--- config.mk ---
export PLATFORM = sky130hd
export DESIGN_NAME = drum_step_sequencer
export DESIGN_NICKNAME = d
export VERILOG_FILES = /design/src/rtl/drum_pkg.sv /design/src/rtl/drum_step_sequencer_trig_pulse.sv /design/src/rtl/drum_step_sequencer.sv
export SDC_FILE = /design/constraint.sdc
export NUM_CORES = 1
export LEC_CHECK = 0
export ABC_CLOCK_PERIOD_IN_PS = 4540
export CAP_MARGIN = 30
export CELL_PAD_IN_SITES_DETAIL_PLACEMENT = 0
export CELL_PAD_IN_SITES_GLOBAL_PLACEMENT = 1
export CORE_ASPECT_RATIO = 1.1
export CORE_UTILIZATION = 45
export CTS_CLUSTER_SIZE = 40
export DETAILED_ROUTE_END_ITERATION = 10
export GPL_ROUTABILITY_DRIVEN = 0
export PLACE_DENSITY_LB_ADDON = 0.1
export SLEW_MARGIN = 30
export SYNTH_ARGS = -nofsm -noshare
export SYNTH_HDL_FRONTEND = slang
export SYNTH_HIERARCHICAL = 1
export SYNTH_SLANG_ARGS = --single-unit
--- constraint.sdc ---
create_clock -name clock -period 4.54 [get_ports clock]
set_input_delay 0.681 -clock clock [delete_from_list [all_inputs] [get_ports clock]]
set_output_delay 0.681 -clock clock [all_outputs]
set_load 0.01 [all_outputs]
--- src/rtl/drum_pkg.sv ---
//==============================================================================
// Module      : drum_pkg
// Description : Shared sequencer state encoding and default configuration.
// Revision    : 1.0 - initial release
//==============================================================================
`default_nettype none

package drum_pkg;

    typedef enum logic [1:0] {
        IDLE = 2'd0,
        ARM  = 2'd1,
        RUN  = 2'd2
    } seq_state_t;

    localparam int NUM_VOICES_D = 4;
    localparam int NUM_STEPS_D  = 16;
    localparam int TRIG_LEN_D   = 50_000;

endpackage

`default_nettype wire

--- src/rtl/drum_step_sequencer_trig_pulse.sv ---
//==============================================================================
// Module      : trig_pulse
// Description : Retriggerable fixed-width pulse; fire reloads, clear aborts.
// Revision    : 1.0 - initial release
//==============================================================================
`default_nettype none

module trig_pulse
    import drum_pkg::*;
#(
    parameter int TRIG_LEN = TRIG_LEN_D
) (
    input  logic clock,
    input  logic reset,
    input  logic fire,
    input  logic clear,
    output logic pulse
);

    localparam int            CW     = $clog2(TRIG_LEN + 1);
    localparam logic [CW-1:0] C_LOAD = CW'(TRIG_LEN);

    logic [CW-1:0] r_count;

    // Clear beats fire so a stop in the same cycle as a step leaves nothing ringing.
    always_ff @(posedge clock) begin
        if (reset || clear) begin
            r_count <= '0;
        end else if (fire) begin
            r_count <= C_LOAD;
        end else if (r_count != '0) begin
            r_count <= r_count - CW'(1);
        end
    end

    assign pulse = (r_count != '0);

endmodule

`default_nettype wire

--- src/rtl/drum_step_sequencer.sv ---
//==============================================================================
// Module      : drum_step_sequencer
// Description : Pattern step sequencer with transport FSM and per-voice
//               trigger pulses. Optional accent plane under ACCENT_EN.
// Revision    : 1.0 - initial release
//==============================================================================
`default_nettype none

module drum_step_sequencer
    import drum_pkg::*;
#(
    parameter  int NUM_VOICES = NUM_VOICES_D,
    parameter  int NUM_STEPS  = NUM_STEPS_D,
    parameter  int TRIG_LEN   = TRIG_LEN_D,
    localparam int VW         = (NUM_VOICES > 1) ? $clog2(NUM_VOICES) : 1,
    localparam int SW         = $clog2(NUM_STEPS)
) (
    input  logic                  clock,
    input  logic                  reset,
    input  logic                  start,
    input  logic                  stop,
    input  logic                  beat,
    output logic                  div_reset,
    input  logic                  pat_we,
    input  logic [VW-1:0]         pat_voice,
    input  logic [SW-1:0]         pat_step,
    input  logic                  pat_wdata,
`ifdef ACCENT_EN
    input  logic                  pat_accent,
    output logic [NUM_VOICES-1:0] accent,
`endif
    output logic [NUM_VOICES-1:0] trig,
    output logic [SW-1:0]         step,
    output logic                  bar_start,
    output logic                  running
);

    seq_state_t                            r_state;
    seq_state_t                            w_state_nxt;
    logic                                  r_beat_q;
    logic                                  w_edge;
    logic [SW-1:0]                         r_step;
    logic [SW-1:0]                         w_step_nxt;
    logic                                  w_advance;
    logic                                  w_clear;
    logic                                  r_bar_start;
    logic [NUM_VOICES-1:0][NUM_STEPS-1:0]  r_pat;
    logic [NUM_VOICES-1:0]                 w_fire;
`ifdef ACCENT_EN
    logic [NUM_VOICES-1:0][NUM_STEPS-1:0]  r_acc;
    logic [NUM_VOICES-1:0]                 w_fire_acc;
    logic [NUM_VOICES-1:0]                 w_clear_acc;
`endif

    assign w_edge  = beat ^ r_beat_q;
    assign w_clear = stop && (r_state != IDLE);

    always_comb begin
        w_state_nxt = r_state;
        w_advance   = 1'b0;
        w_step_nxt  = r_step + SW'(1);
        case (r_state)
            IDLE: begin
                if (start && !stop) begin
                    w_state_nxt = ARM;
                end
            end
            ARM: begin
                if (stop) begin
                    w_state_nxt = IDLE;
                end else begin
                    w_state_nxt = RUN;
                    w_advance   = 1'b1;
                    w_step_nxt  = '0;
                end
            end
            RUN: begin
                if (stop) begin
                    w_state_nxt = IDLE;
                end else if (start) begin
                    w_state_nxt = ARM;
                end else if (w_edge) begin
                    w_advance = 1'b1;
                end
            end
            default: w_state_nxt = IDLE;
        endcase
    end

    always_ff @(posedge clock) begin
        if (reset) begin
            r_state     <= IDLE;
            r_beat_q    <= 1'b0;
            r_step      <= '0;
            r_bar_start <= 1'b0;
        end else begin
            r_state     <= w_state_nxt;
            r_beat_q    <= beat;
            r_bar_start <= w_advance && (w_step_nxt == '0);
            if (w_clear) begin
                r_step <= '0;
            end else if (w_advance) begin
                r_step <= w_step_nxt;
            end
        end
    end

    // Cells are read combinationally this cycle, so a same-cycle write lands after the read.
    always_ff @(posedge clock) begin
        if (reset) begin
            r_pat <= '0;
`ifdef ACCENT_EN
            r_acc <= '0;
`endif
        end else begin
            for (int v = 0; v < NUM_VOICES; v++) begin
                if (pat_we && (pat_voice == VW'(v))) begin
                    r_pat[v][pat_step] <= pat_wdata;
`ifdef ACCENT_EN
                    r_acc[v][pat_step] <= pat_accent;
`endif
                end
            end
        end
    end

    for (genvar v = 0; v < NUM_VOICES; v++) begin : g_voice
        assign w_fire[v] = w_advance && r_pat[v][w_step_nxt];

        trig_pulse #(
            .TRIG_LEN (TRIG_LEN)
        ) u_trig (
            .clock (clock),
            .reset (reset),
            .fire  (w_fire[v]),
            .clear (w_clear),
            .pulse (trig[v])
        );

`ifdef ACCENT_EN
        // An unaccented re-fire must drop the accent so it tracks the latest hit only.
        assign w_fire_acc[v]  = w_fire[v] && r_acc[v][w_step_nxt];
        assign w_clear_acc[v] = w_clear || (w_fire[v] && !r_acc[v][w_step_nxt]);

        trig_pulse #(
            .TRIG_LEN (TRIG_LEN)
        ) u_accent (
            .clock (clock),
            .reset (reset),
            .fire  (w_fire_acc[v]),
            .clear (w_clear_acc[v]),
            .pulse (accent[v])
        );
`endif
    end

    assign step      = r_step;
    assign bar_start = r_bar_start;
    assign running   = (r_state != IDLE);
    assign div_reset = (r_state == ARM);

endmodule

`default_nettype wire
==> metrics.txt <==
Reg2Reg Setup Slack 1.46 ns; Final Hold Viols 0; Non-Filler Instances 1087; Worst VDD drop 357 uV; total CTS buffers 17; CTS tree done; NumNets Final 896; Initial Utilization 45.9%; Core ar. 15700 um^2; post-route cell area 8120 um^2; Storage cell area 2720 um^2; Slew Viols, Final 0; final core utilization 51.8%; GRT Overall Usage 23.1%; YS warnings 6; dominant cell type by area after synthesis dfxtp_1; Netlist Area Pre-Place 7190 um^2; cells taking the most area after synthesis dfxtp_1 38%, mux2i_1 6.1%, nand2_1 5.5%, nor2_1 5.5%, a21oi_1 5.2%; initial antenna violation count 0; Synth Area in Compound Gates 20.4%; Seq cells post-synth 136; post-synthesis mux area share 7.54%; Critical Path Sink Type primary output; DP Worst Slack 0.931 ns; Max Clk Rate 305 MHz; dpl cell area 7480 um^2; status completed; Mapped Nets 897; post-route ant nets 0; routed via count 6366; CTS sink cnt 136; Reg clk slew, reported paths 0.06 ns; Area Growth Syn to Fin 13.0%; Total Power 4.78 mW; WP data arrival 2.59 ns; commonest cells after routing, fill and taps aside 136 x dfxtp_1, 106 x nand2_1, 103 x nor2_1; crit share post-route 72.1%; vias per inst 5.86; Critical Path Source Type flip-flop; sum of negative setup slack 0 ns; PnR worst setup slack 1.27 ns; HP Class flip-flop to flip-flop; port bufs 23; Hold Buf Count CTS 0; Gate Count Post-Synth 875; Worst slew margin 50.8%; CTS Root Cell clkbuf_16; crit path time final 3.27 ns; Post-synth top flop dfxtp_1; XOR/XNOR Fraction of Synth Area 0.365%; worst slew pin tran 0.733 ns; htree depth 4; ANT cells 0; max cap viols 0; layout cells sized above 1 10.5%; DRC 0; RSZ-0062 raised after global routing no; PwrDens 589 nW/um^2; area of the die 16500 um^2; Async SR Flop Fraction 0%; hpwl dp 12600 um; Post-Synth Simple-Gate Area 27.5%; Netlist cell types 50; multi-input logic area 4140 um^2; Post-Synth Adder-Cell Area 1.57%; clk buf depth 2; Post-CTS Resized 0; Avg Inst Size Synth 8.22 um^2; worst clock skew 0.00806 ns; # IOs 24; CP required 3.86 ns; Setup Fix Bufs, Post-CTS 0; area fraction of the dominant cell type after synthesis 37.9%; main combinational cell family by area after synthesis simple AND/OR/NAND/NOR gates; final wirelength 18200 um; Starting DRT DRC Count 420; first-pass GRT wire length 29700 um; hold slack final 0.454 ns; sequential element share of the synthesized area 37.9%; number of global-route vias before repair 5912; Die Height 135 um; critical path type flip-flop to primary output; number of synthesized flops with an enable pin 0; CP Max Fanout 6; Worst-Skew Late Latency 0.43 ns; gr ovfl total 0; Avg WL per Cell 16.7 um; commonest non-fill, non-tap cell in the layout dfxtp_1; first-pass detailed-route iteration total 7; Fillers 1450; row cnt 48; Finish-stage setup viols 0; Die Width 123 um; placed cell count 1055; Leakage 3.11 nW; pin count of the biggest net entering global routing 65
## logic make-up after synthesis
logic type | Yosys count
AOI/OAI and AO/OA | 218
xor gates and xnor gates | 3
adders and majority gates | 9
buffers and inverters | 75
DFF | 136
muxes | 53
and+or+nand+nor | 381
## routing by layer
| metal | up-vias | global-route usage (%) | routed length (um) |
|---|---|---|---|
| met3 | 16 | 4.39 | 540 |
| met2 | 112 | 39.0 | 8900 |
| met1 | 3050 | 29.3 | 8480 |
| li1 | 3188 | - | - |
| met5 | - | 0 | 0 |
| met4 | 0 | 7.72 | 236 |
## cell usage after synthesis, types with 5 or more instances
library cell and number:
a211oi_1 11, a21oi_1 74, a311o_1 8, buf_2 10
buf_6 6, clkbuf_1 35, dfxtp_1 136, ha_1 9
inv_1 23, mux2_2 9, mux2i_1 44, nand2_1 106
nand2b_1 11, nand3_1 17, nor2_1 105, nor2b_1 8
nor3_1 46, nor3_4 8, nor4_1 6, o211ai_1 8
o21ai_0 28, o22ai_1 16, o31a_1 20, o31ai_1 20
o32a_1 5, or2_2 11, or3_1 22, or4_1 12
## path summary, 6_finish.rpt
check,startpoint,endpoint,cells after the start
worst max register to register,r_state[1]$_SDFFE_PP0P_,g_voice[3].u_trig/r_count[5]$_SDFFE_PP0P_,12
worst max-delay path,g_voice[0].u_trig/r_count[0]$_SDFFE_PP0P_,trig[0],6
worst min register to register,r_pat[48]$_SDFFE_PP0P_,r_pat[48]$_SDFFE_PP0P_,2
worst min-delay path,r_pat[48]$_SDFFE_PP0P_,r_pat[48]$_SDFFE_PP0P_,2
## flip-flops by register name (all words and copies together), names as in the netlist
register,flops
bar_start,1
r_beat_q,1
r_pat,64
step,4
g_voice.u_trig/r_count,64
r_state,2
## worst max-delay path: stages (launching register included)
cell and delay [ns]:
dfxtp_1 0.35, inv_1 0.09, ha_1 0.20, or3b_1 0.55
nor3_4 0.36, nand2_1 0.12, clkdlybuf4s50_1 0.49
## power breakdown
group | switching, mW | leakage, nW | internal [mW]
combinational | 1.09 | 1.70 | 0.648
clock | 0.553 | 0.299 | 0.936
sequential | 0.199 | 1.10 | 1.36
## area by class of cell
class	count	share of cell area (%)
clock buffer	18	5.41
clock inverter	14	2.45
inverter	23	1.06
multi-input combinational	664	50.9
sequential	136	33.5
tap	200	3.08
timing repair buffer	32	3.57
Note: power is estimated with default switching activity, not from simulation.
